$ cat src/rtl/if_pkg.sv
// Shared defaults for the instruction fetch unit: bus widths, the NOP encoding and the reset fetch address.
package if_pkg;

  localparam int unsigned IF_ADDR_W  = 8;
  localparam int unsigned IF_INSTR_W = 20;

  localparam logic [IF_INSTR_W-1:0] NOP_INSTR   = '0;
  localparam logic [IF_ADDR_W-1:0]  IF_RESET_PC = '0;

endpackage

$ cat src/rtl/fetch_queue.sv
// Small synchronous FIFO with flush. It holds the decoded-side instruction queue and the in-flight pc tags.
module fetch_queue #(
  parameter int unsigned DEPTH  = 2,
  parameter int unsigned DATA_W = 28,
  localparam int unsigned PTR_W = (DEPTH > 1) ? $clog2(DEPTH) : 1,
  localparam int unsigned CNT_W = $clog2(DEPTH + 1)
) (
  input  logic              i_clock,
  input  logic              i_reset,
  input  logic              i_flush,
  input  logic              i_push,
  input  logic              i_pop,
  input  logic [DATA_W-1:0] i_push_data,
  output logic [DATA_W-1:0] o_head_data,
  output logic              o_head_valid,
  output logic [CNT_W-1:0]  o_count
);

  logic [DATA_W-1:0] r_mem [DEPTH];
  logic [PTR_W-1:0]  r_rd_ptr;
  logic [PTR_W-1:0]  r_wr_ptr;
  logic [CNT_W-1:0]  r_count;
  logic              w_do_pop;
  logic              w_do_push;

  function automatic logic [PTR_W-1:0] next_ptr(input logic [PTR_W-1:0] p);
    return (p == PTR_W'(DEPTH - 1)) ? '0 : p + PTR_W'(1);
  endfunction

  // A push into a full queue is accepted only when the head leaves in the same cycle.
  assign w_do_pop  = i_pop && (r_count != '0);
  assign w_do_push = i_push && ((r_count != CNT_W'(DEPTH)) || w_do_pop);

  always_ff @(posedge i_clock) begin
    if (i_reset || i_flush) begin
      r_rd_ptr <= '0;
      r_wr_ptr <= '0;
      r_count  <= '0;
    end else begin
      if (w_do_push) r_wr_ptr <= next_ptr(r_wr_ptr);
      if (w_do_pop)  r_rd_ptr <= next_ptr(r_rd_ptr);
      if (w_do_push && !w_do_pop)      r_count <= r_count + CNT_W'(1);
      else if (w_do_pop && !w_do_push) r_count <= r_count - CNT_W'(1);
    end
  end

  always_ff @(posedge i_clock) begin
    if (!i_reset && !i_flush && w_do_push) r_mem[r_wr_ptr] <= i_push_data;
  end

  assign o_head_data  = r_mem[r_rd_ptr];
  assign o_head_valid = (r_count != '0);
  assign o_count      = r_count;

endmodule

$ cat src/rtl/instruction_fetch_unit.sv
// Credit-based instruction fetcher: issues in-order memory requests, tags them with their pc,
// queues returned instructions for decode and discards responses made stale by a redirect.
module instruction_fetch_unit
  import if_pkg::*;
#(
  parameter int unsigned          ADDR_W   = IF_ADDR_W,
  parameter int unsigned          INSTR_W  = IF_INSTR_W,
  parameter logic [ADDR_W-1:0]    RESET_PC = ADDR_W'(IF_RESET_PC),
  parameter int unsigned          QDEPTH   = 2
) (
  input  logic               clock,
  input  logic               reset,
  input  logic               IF_ID_Hold,
  input  logic               branch_taken,
  input  logic [ADDR_W-1:0]  branch_target,
  output logic               mem_req,
  output logic [ADDR_W-1:0]  mem_addr,
  input  logic               mem_gnt,
  input  logic               mem_rvalid,
  input  logic [INSTR_W-1:0] mem_rdata,
  output logic [INSTR_W-1:0] instruction,
  output logic [ADDR_W-1:0]  instr_pc,
  output logic               instr_valid
);

  localparam int unsigned CNT_W   = $clog2(QDEPTH + 1);
  localparam int unsigned SUM_W   = CNT_W + 1;
  localparam int unsigned ENTRY_W = ADDR_W + INSTR_W;

  logic [ADDR_W-1:0]  r_fetch_pc;
  logic [CNT_W-1:0]   r_outstanding;
  logic [CNT_W-1:0]   r_drop;

  logic [CNT_W-1:0]   w_q_count;
  logic               w_q_valid;
  logic [ENTRY_W-1:0] w_q_head;
  logic [CNT_W-1:0]   w_tag_count;
  logic               w_tag_valid;
  logic [ADDR_W-1:0]  w_tag_pc;
  logic [SUM_W-1:0]   w_credits_used;
  logic               w_gnt;
  logic               w_rsp;
  logic               w_rsp_keep;
  logic               w_pop;
  logic [CNT_W-1:0]   w_out_next;
  logic               w_unused;

  // Credits cover both queued and in-flight instructions so a response always finds a free slot.
  assign w_credits_used = SUM_W'(w_q_count) + SUM_W'(r_outstanding);
  assign mem_req        = !reset && !branch_taken && (w_credits_used < SUM_W'(QDEPTH));
  assign mem_addr       = r_fetch_pc;

  assign w_gnt      = mem_req && mem_gnt;
  assign w_rsp      = mem_rvalid && (r_outstanding != '0);
  assign w_rsp_keep = w_rsp && (r_drop == '0) && w_tag_valid;
  assign w_pop      = w_q_valid && !IF_ID_Hold;
  assign w_out_next = r_outstanding + CNT_W'(w_gnt) - CNT_W'(w_rsp);

  always_ff @(posedge clock) begin
    if (reset) begin
      r_fetch_pc    <= RESET_PC;
      r_outstanding <= '0;
      r_drop        <= '0;
    end else begin
      r_outstanding <= w_out_next;
      if (branch_taken) begin
        r_fetch_pc <= branch_target;
        r_drop     <= w_out_next;
      end else begin
        if (w_gnt) r_fetch_pc <= r_fetch_pc + ADDR_W'(1);
        if (w_rsp && (r_drop != '0)) r_drop <= r_drop - CNT_W'(1);
      end
    end
  end

  // Pc of every live request, in issue order; stale requests are flushed out on a redirect.
  fetch_queue #(
    .DEPTH  (QDEPTH),
    .DATA_W (ADDR_W)
  ) u_tag_fifo (
    .i_clock      (clock),
    .i_reset      (reset),
    .i_flush      (branch_taken),
    .i_push       (w_gnt),
    .i_pop        (w_rsp_keep),
    .i_push_data  (r_fetch_pc),
    .o_head_data  (w_tag_pc),
    .o_head_valid (w_tag_valid),
    .o_count      (w_tag_count)
  );

  fetch_queue #(
    .DEPTH  (QDEPTH),
    .DATA_W (ENTRY_W)
  ) u_instr_queue (
    .i_clock      (clock),
    .i_reset      (reset),
    .i_flush      (branch_taken),
    .i_push       (w_rsp_keep),
    .i_pop        (w_pop),
    .i_push_data  ({w_tag_pc, mem_rdata}),
    .o_head_data  (w_q_head),
    .o_head_valid (w_q_valid),
    .o_count      (w_q_count)
  );

  assign instr_valid = w_q_valid;
  assign instruction = w_q_valid ? w_q_head[INSTR_W-1:0] : INSTR_W'(NOP_INSTR);
  assign instr_pc    = w_q_valid ? w_q_head[ENTRY_W-1:INSTR_W] : '0;

  assign w_unused = ^w_tag_count;

endmodule
$ cat config.mk
export PLATFORM = sky130hd
export DESIGN_NAME = instruction_fetch_unit
export DESIGN_NICKNAME = d
export VERILOG_FILES = /design/src/rtl/if_pkg.sv /design/src/rtl/fetch_queue.sv /design/src/rtl/instruction_fetch_unit.sv
export SDC_FILE = /design/constraint.sdc
export NUM_CORES = 1
export LEC_CHECK = 0
export BUFFER_PORTS_ARGS = -buffer_cell sky130_fd_sc_hd__buf_2
export CORE_ASPECT_RATIO = 0.9
export CORE_MARGIN = 1
export CORE_UTILIZATION = 45
export CTS_BUF_LIST = sky130_fd_sc_hd__clkbuf_8
export DETAILED_ROUTE_END_ITERATION = 12
export PLACE_DENSITY = 0.76
export SLEW_MARGIN = 15
export SYNTH_ARGS = -nofsm -noshare
export SYNTH_HDL_FRONTEND = slang
export SYNTH_SLANG_ARGS = --single-unit
$ cat constraint.sdc
create_clock -name clock -period 8.8 [get_ports clock]
set_clock_uncertainty 0.05 [all_clocks]
set_input_delay 0.88 -clock clock [delete_from_list [all_inputs] [get_ports clock]]
set_output_delay 0.88 -clock clock [all_outputs]
set_load 0.03 [all_outputs]
==> impl_metrics.yaml, run 1 <==
layout:
  post-route-util: 0.557
  instances_no_fill: 475
  fin_area_um2: 4560
  area_growth_pct: 18.3
  layout-drive-gt1-share: 0.289
  nets: 396
  antennaDiodeCount: 0
sta:
  final_hold_viol_count: 0
  timing.final.ws_setup_ns: 5.82
  slew_viol_final: 0
  max-slew-margin-rel: 0.401
  max_slew.worst_pin.slew_ns: 0.898
  finalCritPeriodShare: 0.339
  period_minus_slack_ns: 2.98
  clock.fmax_mhz: 335
  timing.hold.ws_ns: 0.428
  finalSetupViolations: 0
  finalSetupTns_ns: 0
  rsz0062_at_grt: "false"
global_routing:
  grt_antenna_before_repair: 0
  grt_max_degree: 30
  grt_use_total: 0.161
  grt_pass1_wl_um: 11200
  grt_pass1_vias: 2348
  grt_overflow: 0
floorplanning:
  fp.dieH_um: 89.8
  die_area_um2: 8940
  floorplan.initialDensity: 0.471
  io_pins: 72
  fp.dieW_um: 99.6
  num_rows: 31
  coreArea_um2: 8180
synthesis:
  ys_ff_latch: 94
  ys.flop_type: "edfxtp_1"
  yosysSeqAreaShare: 0.675
  synth.most_common_cell: "edfxtp_1"
  synth_common_cells: "edfxtp_1, nor2_1, mux2i_1"
  yosysTopAreaCellShare: 0.561
  synth_nets: 322
  synth_cell_types: 38
  synth_area_leader_cell: "edfxtp_1"
  synth_area_leaders: "edfxtp_1, dfxtp_1, mux2i_1"
  synthArstFlopShare: 0
  yosys_warnings: 0
  synth_edf_count: 72
  avgSynthCellArea_um2: 13.7
  synth_area_um2: 3860
  synthesis.instances: 281
hold_path:
  hold_path_startpoint: "u_tag_fifo.r_wr_ptr$_SDFFE_PP0P_"
  hold_depth: 2
  worstHoldEndpoint: "u_tag_fifo.r_wr_ptr$_SDFFE_PP0P_"
  hold_class: "flop to flop"
routing:
  vias: 2374
  drc: 0
  wl_per_cell_um: 14.2
  drt_iter0_markers: 106
  ant_nets: 0
  drt-pass1-iter-count: 4
  routed_wirelength_um: 6740
  post_drt_via_cell_ratio: 5.00
clock_tree:
  cts_made_buffers: 9
  clk_path_buf_depth: 2
  post_cts_buffers: 0
  cts_tree: "built"
  htree_levels: 3
  cts.sinks: 94
  clk_pin_slew_ns: 0.09
  holdBufCountCts: 0
  cts_root_buf: "clkbuf_8"
  clk_latency_ns: 0.34
  ctsResizeCount: 0
worst_setup_path:
  cp_max_fo: 9
  critical_path_arrival_ns: 3.21
  critPathCaptureType: "flop"
  r2r_end: "u_tag_fifo.o_count[1]$_SDFFE_PP0P_"
  r2r-start: "u_instr_queue.o_count[0]$_SDFFE_PP0P_"
  worst-setup-path-type: "flop to flop"
  regToRegSetupSlack_ns: 5.82
  start_kind: "flop"
  rr_worst_depth: 7
  required_ns: 9.03
placement:
  dpl_cell_area_um2: 4340
  dpl_worst_slack_ns: 5.85
  globalplace.congestion: 0.768
  dp_hpwl_um: 4430
  dp_cells: 459
  port_buffers: 71
power:
  vdd_drop_max_v: 0.000107
  total_power_uw: 916
  cellPowerDensity_nw_per_um2: 201
  leakage_nw: 1.70
job:
  drv_cap: 0
status:
  outcome: "complete, no violations"
-- area by class of cell --
type	count	area, um2
repair buffers	74	378
flip-flops and latches	94	2600
fillers	695	3620
inverters	8	30.0
clock buffers	9	124
multi-input cells	168	1190
well taps	115	144
clock inverters	7	96.3
-- critical path: stages, from the launching register on --
cell and delay (ns):
dfxtp_1 0.46, and2_1 0.18, fa_1 0.46, or3b_1 0.53, a211oi_1 0.41, ha_1 0.34
or3_1 0.35, a21oi_1 0.14
-- registers in the layout (all words and copies together) (netlist names), named ones only --
name / cells
u_tag_fifo.r_wr_ptr: 1
u_tag_fifo.o_count: 2
r_drop: 2
mem_addr: 8
u_instr_queue.o_count: 2
u_instr_queue.r_mem: 56
u_instr_queue.r_wr_ptr: 1
u_tag_fifo.r_rd_ptr: 1
u_tag_fifo.r_mem: 16
u_instr_queue.r_rd_ptr: 1
r_outstanding: 2
-- layout by cell type, fill, tap and decap left out, drive strengths merged, types with 2 or more instances in the layout --
cell type / synthesis / layout
or3b: 2 / 2
xor2: 6 / 6
clkbuf: 7 / 9
clkinvlp: 0 / 2
o211ai: 3 / 3
a311oi: 6 / 6
a211oi: 4 / 4
o21bai: 2 / 2
and3: 2 / 2
ha: 6 / 6
nand2: 6 / 6
mux2i: 29 / 29
bufinv: 0 / 2
buf: 4 / 74
or2: 2 / 2
xnor2: 3 / 3
nor2b: 3 / 3
dfxtp: 22 / 22
or3: 8 / 8
nor2: 43 / 43
edfxtp: 72 / 72
or4: 2 / 2
o21ai: 7 / 7
and2: 3 / 3
inv: 8 / 11
mux2: 8 / 8
nand3: 3 / 3
nor3: 4 / 4
a21oi: 6 / 6
and4: 2 / 2
-- worst max path at each step --
stage                                                     end  cells past startpoint                                   from  slack [ns]
after global placement     u_tag_fifo.o_count[1]$_SDFFE_PP0P_                      7  u_instr_queue.o_count[0]$_SDFFE_PP0P_        5.95
after global routing       u_tag_fifo.o_count[1]$_SDFFE_PP0P_                      7  u_instr_queue.o_count[0]$_SDFFE_PP0P_        5.59
after CTS                  u_tag_fifo.o_count[1]$_SDFFE_PP0P_                      7  u_instr_queue.o_count[0]$_SDFFE_PP0P_        5.82
final                      u_tag_fifo.o_count[1]$_SDFFE_PP0P_                      7  u_instr_queue.o_count[0]$_SDFFE_PP0P_        5.82
after detailed placement   u_tag_fifo.o_count[1]$_SDFFE_PP0P_                      7  u_instr_queue.o_count[0]$_SDFFE_PP0P_        5.85
after floorplan           u_instr_queue.r_mem[0][0]$_DFFE_PP_                      3                             mem_rvalid        4.95
-- kinds of logic after synthesis --
kind of cell,share of synthesized area
fa+ha+maj,0.0247
mux,0.0986
simple gates,0.108
flops,0.675
buf+inv,0.0195
compound gates,0.0539
xor+xnor,0.0204
-- power breakdown --
part	internal [mW]	switching (mW)	total, mW
Sequential	0.492	0.0149	0.507
Combinational	0.0395	0.0598	0.0993
Clock	0.161	0.148	0.309
-- metal layers --
metal  vias to the layer above  track usage  wire length, um
li1                       1182            -                -
met1                      1114        0.213             3190
met2                        69        0.260             3160
met3                         9       0.0358              321
met4                         0       0.0551               68
met5                         -            0                0
Power figures use the tool's default switching activity.
==> run 2: changes to the inputs <==
- PLACE_DENSITY: 0.76 -> 0.78
- clock period: 8.8 -> 2.54 ns (I/O delays scaled with it)
==> run 2 against run 1 <==
Effect of this change: combinational power grew to 4.0 times the previous value; final area increased by 3.0%; non-clock buffer count grew 8; wire length increased by 2.2%; utilization increased by 1.7 points; via count increased by 3.7%; first-iteration DRC count is 50% lower; maximum frequency up 21%; total power rose to 3.5 times the previous value; sequential cell count unchanged; sequential power rose to 3.5 times the previous value.
==> impl_metrics.yaml, run 2 (same netlist as run 1, synthesis figures left out) <==
worst_setup_path:
  cp_max_fo: 4
  crit_path_start: "r_outstanding[0]$_SDFF_PP0_"
  critPathCaptureType: "flop"
  critical_path_arrival_ns: 2.70
  start_kind: "flop"
  worst-setup-path-type: "flop to flop"
  required_ns: 2.77
  r2r-start: "r_outstanding[0]$_SDFF_PP0_"
sta:
  final_hold_viol_count: 0
  finalSetupTns_ns: 0
  max-slew-margin-rel: 0.564
  slew_viol_final: 0
  timing.final.ws_setup_ns: 0.0696
  period_minus_slack_ns: 2.47
  max_slew.worst_pin.slew_ns: 0.652
  clock.fmax_mhz: 405
  finalCritPeriodShare: 0.973
  rsz0062_at_grt: "false"
  finalSetupViolations: 0
layout:
  nets: 404
  area_growth_pct: 21.8
  final_cell_mix: "edfxtp_1, buf_2, nor2_1, mux2i_1, dfxtp_1"
  largest_register_ffs: 56
  fillCellCount: 689
  antennaDiodeCount: 0
  post-route-util: 0.574
  instances_no_fill: 483
  mostFrequentLayoutCell: "edfxtp_1"
  top_register: "u_instr_queue.r_mem"
  layout-drive-gt1-share: 0.329
global_routing:
  grt_pass1_vias: 2380
  grt_max_degree: 30
  grt_use_total: 0.163
  grt_antenna_before_repair: 0
  grt_pass1_wl_um: 11400
  grt_overflow: 0
floorplanning:
  floorplan.initialDensity: 0.471
  io_pins: 72
  die_area_um2: 8940
  fp.dieW_um: 99.6
  num_rows: 31
  coreArea_um2: 8180
  fp.dieH_um: 89.8
placement:
  dp_cells: 467
  dpl_worst_slack_ns: 0.0175
  globalplace.congestion: 0.799
  dp_hpwl_um: 4740
  port_buffers: 71
clock_tree:
  cts.sinks: 94
  post_cts_buffers: 0
  htree_levels: 3
  clk_pin_slew_ns: 0.09
  clk_path_buf_depth: 2
  clk_latency_ns: 0.35
  cts_root_buf: "clkbuf_8"
  cts_made_buffers: 9
  cts_tree: "built"
  holdBufCountCts: 0
routing:
  ant_nets: 0
  drc: 0
  vias: 2462
  drt-pass1-iter-count: 4
  drt_iter0_markers: 53
  routed_wirelength_um: 6890
  wl_per_cell_um: 14.3
  post_drt_via_cell_ratio: 5.10
status:
  outcome: "complete, no violations"
power:
  total_power_mw: 3.22
  vdd_drop_max_v: 0.000332
  cellPowerDensity_nw_per_um2: 687
  leakage_nw: 1.75
hold_path:
  hold_path_startpoint: "mem_rdata[10]"
  hold_class: "input pin to flop"
job:
  drv_cap: 0
run 2: changes by cell type in the layout (fill, tap and decap cells not counted), moves of 2 or more:
cell,previous run,this run
buf_12,0,2
and2_2,0,2
buf_4,3,9
inv_6,2,0
and2_1,3,0
run 2: critical path, stage by stage, from the launching register on:
cell and delay, ns:
dfxtp_1 0.35, and2_4 0.15, fa_2 0.47, or3b_4 0.41
a211oi_4 0.27, ha_4 0.25, or3_1 0.34, a21oi_1 0.12
run 2: stage by stage:
stage	hold slack, ns	cell area, um2
after floorplan	0.303	3890
after global placement	0.393	4450
after detailed placement	0.398	4450
after CTS	0.0164	4670
after global routing	0.00417	4700
final	0.0364	4700
run 2: what timing repair did:
action,in CTS,in global routing
setup endpoints to repair,7,13
resized for setup,1,5
hold endpoints to repair,0,0
run 2: metal layers:
layer	vias to the layer above	track usage	wire, um
met5	-	0	0
met3	2	0.0505	297
li1	1203	-	-
met4	0	0.0441	30
met1	1182	0.213	3180
met2	75	0.263	3380
run 2: report_power, final:
group          internal (mW)  leakage [nW]  total [mW]  switching (mW)
Combinational          0.169         0.810       0.394           0.225
Clock                  0.559         0.109        1.08           0.517
Sequential              1.71         0.832        1.75          0.0485
Total                   2.43          1.75        3.22           0.791
run 2: area by class of cell:
type	instances	area, um2	share of cell area
clock inverter	7	98.8	0.0210
inverter	8	30.0	0.00639
timing repair buffer	82	463	0.0986
multi-input combinational	168	1230	0.262
sequential	94	2610	0.555
tap	115	144	0.0306
clock buffer	9	124	0.0264
run 2: final timing paths:
| check | end | slack, ns | depth (start not counted) |
|---|---|---|---|
| max | u_tag_fifo.o_count[1]$_SDFFE_PP0P_ | 0.07 | 7 |
| min | u_instr_queue.r_mem[0][10]$_DFFE_PP_ | 0.04 | 1 |
| max reg2reg | u_tag_fifo.o_count[1]$_SDFFE_PP0P_ | 0.07 | 7 |
| min reg2reg | u_tag_fifo.r_wr_ptr$_SDFFE_PP0P_ | 0.42 | 2 |
